===== src/rtl/mem_arbiter.sv =====
// Single-port RAM arbiter for instruction fetch and load/store, with registered memory port.
// Define ARB_STARVE_GUARD_EN to cap consecutive data grants while a fetch is waiting.
module mem_arbiter #(
  parameter int ADDR_W     = 16,
  parameter int PC_W       = 8,
  parameter int DATA_W     = 32,
  parameter int STARVE_MAX = 4
) (
  input  logic              clk,
  input  logic              rst,
  input  logic              if_req,
  input  logic [PC_W-1:0]   if_addr,
  output logic              if_gnt,
  output logic              if_valid,
  output logic [DATA_W-1:0] if_rdata,
  input  logic              d_req,
  input  logic              d_rw,
  input  logic [ADDR_W-1:0] d_addr,
  input  logic [DATA_W-1:0] d_wdata,
  output logic              d_gnt,
  output logic              d_valid,
  output logic [DATA_W-1:0] d_rdata,
  output logic              mem_en,
  output logic              mem_rw,
  output logic [ADDR_W-1:0] mem_addr,
  output logic [DATA_W-1:0] mem_wdata,
  input  logic [DATA_W-1:0] mem_rdata
);

  typedef enum logic [1:0] {IDLE, ACCESS, RESP} state_t;

  localparam logic [3:0] STARVE_LIM = 4'(STARVE_MAX);

  state_t     state, state_d;
  logic       owner_data;
  logic       grant_d, grant_if;
  logic       starve_force;
  logic [3:0] starve_cnt;

`ifdef ARB_STARVE_GUARD_EN
  // Counts data grants that overtook a waiting fetch; any fetch grant clears it.
  always_ff @(posedge clk) begin
    if (rst) begin
      starve_cnt <= 4'd0;
    end else if (grant_if) begin
      starve_cnt <= 4'd0;
    end else if (grant_d && if_req) begin
      starve_cnt <= starve_cnt + 4'd1;
    end
  end
`else
  // Constant zero never matches a legal limit, so fetch only wins when d_req is low.
  assign starve_cnt = 4'd0;
`endif

  assign starve_force = (starve_cnt == STARVE_LIM) && if_req;

  always_comb begin
    state_d  = state;
    grant_d  = 1'b0;
    grant_if = 1'b0;
    case (state)
      ACCESS: state_d = RESP;
      default: begin
        if (d_req && !starve_force) begin
          grant_d = 1'b1;
        end else if (if_req) begin
          grant_if = 1'b1;
        end
        state_d = (grant_d || grant_if) ? ACCESS : IDLE;
      end
    endcase
  end

  always_ff @(posedge clk) begin
    if (rst) begin
      state      <= IDLE;
      owner_data <= 1'b0;
      if_gnt     <= 1'b0;
      d_gnt      <= 1'b0;
      if_valid   <= 1'b0;
      d_valid    <= 1'b0;
      mem_en     <= 1'b0;
      mem_rw     <= 1'b0;
      mem_addr   <= '0;
      mem_wdata  <= '0;
      if_rdata   <= '0;
      d_rdata    <= '0;
    end else begin
      state    <= state_d;
      if_gnt   <= grant_if;
      d_gnt    <= grant_d;
      mem_en   <= grant_if | grant_d;
      if_valid <= 1'b0;
      d_valid  <= 1'b0;
      // Sampling edge: latch the winner onto the memory port
      if (grant_d) begin
        owner_data <= 1'b1;
        mem_rw     <= d_rw;
        mem_addr   <= d_addr;
        mem_wdata  <= d_wdata;
      end else if (grant_if) begin
        owner_data <= 1'b0;
        mem_rw     <= 1'b0;
        mem_addr   <= ADDR_W'(if_addr);
      end
      // ACCESS->RESP edge: capture read data and raise the owner's valid
      if (state == ACCESS) begin
        if (owner_data) begin
          d_valid <= 1'b1;
          if (!mem_rw) begin
            d_rdata <= mem_rdata;
          end
        end else begin
          if_valid <= 1'b1;
          if_rdata <= mem_rdata;
        end
      end
    end
  end

endmodule


===== config.mk =====
export PLATFORM = sky130hd
export DESIGN_NAME = mem_arbiter
export DESIGN_NICKNAME = d
export VERILOG_FILES = /design/src/rtl/mem_arbiter.sv
export SDC_FILE = /design/constraint.sdc
export NUM_CORES = 1
export LEC_CHECK = 0
export ABC_CLOCK_PERIOD_IN_PS = 1280
export CORE_MARGIN = 2
export CORE_UTILIZATION = 41
export DETAILED_ROUTE_END_ITERATION = 7
export PLACE_DENSITY = 0.83
export REMOVE_ABC_BUFFERS = 1
export SYNTH_ARGS = -nofsm -noshare
export SYNTH_HDL_FRONTEND = slang
export SYNTH_SLANG_ARGS = --single-unit

===== constraint.sdc =====
create_clock -name clk -period 1.28 [get_ports clk]
set_input_delay 0.256 -clock clk [delete_from_list [all_inputs] [get_ports clk]]
set_output_delay 0.256 -clock clk [all_outputs]
set_load 0.02 [all_outputs]

==> After elaboration in Yosys (flattened, before gate mapping) <==
Cells that the tools add are included.
{ "totals": {"regBits": 121, "inputBits": 93} }
{ "classes": {"n_eq_ne": 1, "muxes": 16, "bitwise_logic": 4, "n_reduce_logical": 6} }
{ "op_table": {"columns": ["cell", "n"], "rows": [
  ["$mux W16", 2],
  ["$mux W1", 13],
  ["$reduce_or A2 Y1", 2],
  ["$not A1 Y1", 3],
  ["$reduce_and A3 Y1", 1],
  ["$eq A2 B1 Y1 const B", 1],
  ["$mux W2", 1],
  ["$reduce_and A2 Y1", 1],
  ["$reduce_bool A2 Y1", 1],
  ["$logic_or A1 B1 Y1", 1],
  ["$or A1 B1 Y1", 1]
]} }

==> Longest topological paths before layout <==
{ "depth": {"depth_word": 6, "mapped_depth": 6, "mapped_depth_nobuf": 3} }

==> Worst setup path after synthesis <==
OpenSTA, ideal clock, no wires.
{ "synth_timing": {"path_type": "register to register", "from": "reg mem_rw", "to": "reg d_rdata[10]", "arrival_ns": 1.055, "required_time_ns": 1.148, "slack_ns": 0.093, "stages_incl_launch_ff": 6, "n_path_buf": 2, "period_less_slack_ns": 1.187, "cell_sequence": "dfxtp_1 and4bb_2 buf_4 buf_6 nand2_1 a21oi_1"} }
{ "synth_between": {"elab_chain_cells": 2} }
{ "synth_rtl": {"columns": ["element", "line_no", "text"], "rows": [
  ["from (decl)", "24", "output logic mem_rw,"],
  ["from (signal assigned)", "99", "mem_rw <= d_rw;"],
  ["$not A1 Y1 (no line)", null, null],
  ["$reduce_and A3 Y1 (no line)", null, null],
  ["to (signal assigned)", "112", "d_rdata <= mem_rdata;"],
  ["to (decl)", "22", "output logic [DATA_W-1:0] d_rdata,"]
]} }
Every way passes these cells.
A chain may end at the register's enable or synchronous reset.

==> Final worst setup path <==
{ "layout_timing": {"from": "reg mem_rw", "to": "reg d_rdata[14]"} }
Same word-level chain as after synthesis.

==> summary.txt <==
Share of layout cells above drive strength 1 -> 33.0%
Crit share post-route -> 101%
Worst slew pin tran -> 369 ps
Final hold vios -> 0
Slowest stage delay, CP -> 370 ps
Vias per cell -> 5.32
Post-CTS Hold Fix Bufs -> 0
Core area -> 0.0107 mm²
Synth Area in Adders -> 0%
RSZ-0062 raised after global routing -> true
Cells after Synth -> 533
Area after DPL -> 0.00671 mm²
Status -> finished, violations left
XOR/XNOR Fraction of Synth Area -> 0%
DRT Wirelength -> 15.3 mm
Post-synthesis cell area -> 0.00449 mm²
Headroom to the max-slew limit -> 75.4%
Area Overhead vs Synth -> 65.4%
Initial antenna violation count -> 0
Worst path bufs/invs -> 2
DRT iter0 DRCs -> 278
Die W -> 109 µm
Buffer type at the clock tree root -> clkbuf_8
Die H -> 109 µm
Total power -> 10.4 mW
Port-buffer cells -> 210
GP Congestion -> 0.781
Synth Area in Simple Gates -> 15.1%
Num Clock Sinks -> 121
Largest family of logic cells by synthesized area -> compound AO/OA/AOI/OAI gates
Worst hold slack -> 104 ps
Synth async-reset ratio -> 0%
Slowest-stage cell, CP -> and4bb_4
EDFF count, synth -> 0
Pwr Density -> 1410 mW/mm²
FF+latch count, synth -> 121
Commonest cells after routing, fill and taps aside -> 98 x a21oi_1, 94 x nand2_1, 90 x clkdlybuf4s50_1, 72 x buf_4, 71 x dfxtp_1
Die area -> 0.0118 mm²
Pre-antenna DRT Iters -> 7
TNS Setup -> -14.4 ps
Prevailing post-synth register cell -> dfxtp_1
Antenna Nets Post-Route -> 0
Crit-path cells -> buf_6, and4bb_4, clkbuf_16, nand2_1, a21oi_2
First-pass GRT wire length -> 21.8 mm
Largest net degree at the start of global routing -> 57
Crit path kind -> reg -> reg
Nets -> 825
H-Tree Depth -> 4
Avg Cell Area, Syn -> 8.42 µm²
Sequential cell area fraction in the yosys report -> 54.0%
Worst setup SP type -> flop
Fin util -> 69.1%
Failing checks -> setup timing
CTS tree -> built
Max cap viols -> 0
Worst skew pair latency -> 510 ps
DR WL/cell -> 17.2 µm
Setup crit end kind -> flop
Maximum clock path buffer count -> 2
Skew final -> 9.24 ps
Number of global-route vias before repair -> 4477
Final worst slack -> -9.42 ps
Fraction of the mapped netlist area in compound gates -> 22.3%
Tmin final -> 1290 ps
Final slew viol count -> 0
Total track usage -> 23.5%
Critical Path AT -> 1720 ps
Cells after DPL -> 848
Mux contribution to synthesized area -> 1.79%
Placed wire-length estimate -> 9.76 mm
Synth unique cells -> 25
CTS Buf Count -> 17
Max VDD drop -> 0.742 mV
F_max -> 776 MHz
Ports -> 211
GR Overflow Total -> 0
Hold Crit Class -> in -> reg
Final Setup Violations -> 2
Post CTS Setup Buffer Count -> 0
Setup Slack @ Placement -> -273 ps
Post-route DRC violation count -> 0
Clock-pin slew on the worst setup and hold paths -> 60 ps
Final Instance Area -> 0.00742 mm²
LEAKAGE -> 2.95 nW
Total number of vias -> 4708
Placement Rows -> 38
Non-filler cells in the finished layout -> 885
Commonest non-fill, non-tap cell in the layout -> a21oi_1
CP max FO -> 16
Crit path required time -> 1710 ps
Largest delay share family, worst path -> simple AND/OR/NAND/NOR gates
Synth warn -> 0
ANT cells -> 0
Initial Utilization -> 41.7%
cell usage after synthesis, types with 2 or more instances:
| master | count | share of area [%] |
|---|---|---|
| a21oi_1 | 114 | 13 |
| nor3_1 | 4 | 0.45 |
| inv_1 | 2 | 0.17 |
| buf_6 | 4 | 1.0 |
| buf_2 | 10 | 1.1 |
| nand3_1 | 41 | 4.6 |
| buf_1 | 4 | 0.33 |
| buf_4 | 12 | 2.0 |
| clkbuf_1 | 22 | 1.8 |
| a211oi_1 | 8 | 1.3 |
| dfxtp_1 | 121 | 54 |
| nor2_1 | 3 | 0.25 |
| mux2i_1 | 8 | 1.8 |
| o21ai_1 | 15 | 1.7 |
| nand2_1 | 97 | 8.1 |
| o21ai_0 | 59 | 6.6 |
timing repair:
item | in CTS | in global routing
pin swaps | 0 | 10
gates cloned | 0 | 5
setup endpoints to repair | 126 | 141
gates resized for setup | 579 | 126
per-layer routing:
metal  wire length [µm]  up-vias  GRT usage (%)
met5                  0        -              0
met4                478        0           12.4
met3                905       38           5.36
met2               8110      188           42.5
met1               5760     2248           25.4
li1                   -     2234              -
power breakdown:
group / internal [mW] / total (mW) / switching [mW]
Clock: 3.00 / 4.59 / 1.60
Sequential: 4.00 / 4.13 / 0.130
Combinational: 0.832 / 1.73 / 0.897
Total: 7.83 / 10.4 / 2.62
final timing paths:
| check | from | endpoint | slack [ps] | cells after the start |
|---|---|---|---|---|
| setup reg to reg | mem_rw | d_rdata[14] | -9 | 5 |
| setup / recovery | mem_rw | d_rdata[14] | -9 | 5 |
| hold reg to reg | d_rdata[24] | d_rdata[24] | 460 | 2 |
| hold / removal | rst | d_rdata[15] | 100 | 2 |
sequential cells by signal, summed over array words and instances, names as in the netlist:
name	cells
d_rdata	32
owner_data	1
if_valid	1
if_gnt	1
mem_wdata	32
mem_addr	16
d_valid	1
d_gnt	1
state	2
if_rdata	32
mem_en	1
mem_rw	1
layout make-up:
cell class,instances,area (µm²)
fillers,830,3320
flip-flops and latches,121,2490
clock buffers,23,447
clock inverters,9,123
well taps,140,175
repair buffers,233,2320
inverters,2,7.51
multi-input cells,357,1860
cell families (layout without fill, tap and decap cells):
| logic type | after synthesis | count (layout) |
|---|---|---|
| flip-flops | 121 | 121 |
| multiplexers | 8 | 8 |
| AND/OR/NAND/NOR | 153 | 153 |
| AO/OA/AOI/OAI | 196 | 196 |
| buffers and inverters | 55 | 267 |
(Power assumes the default switching activity.)
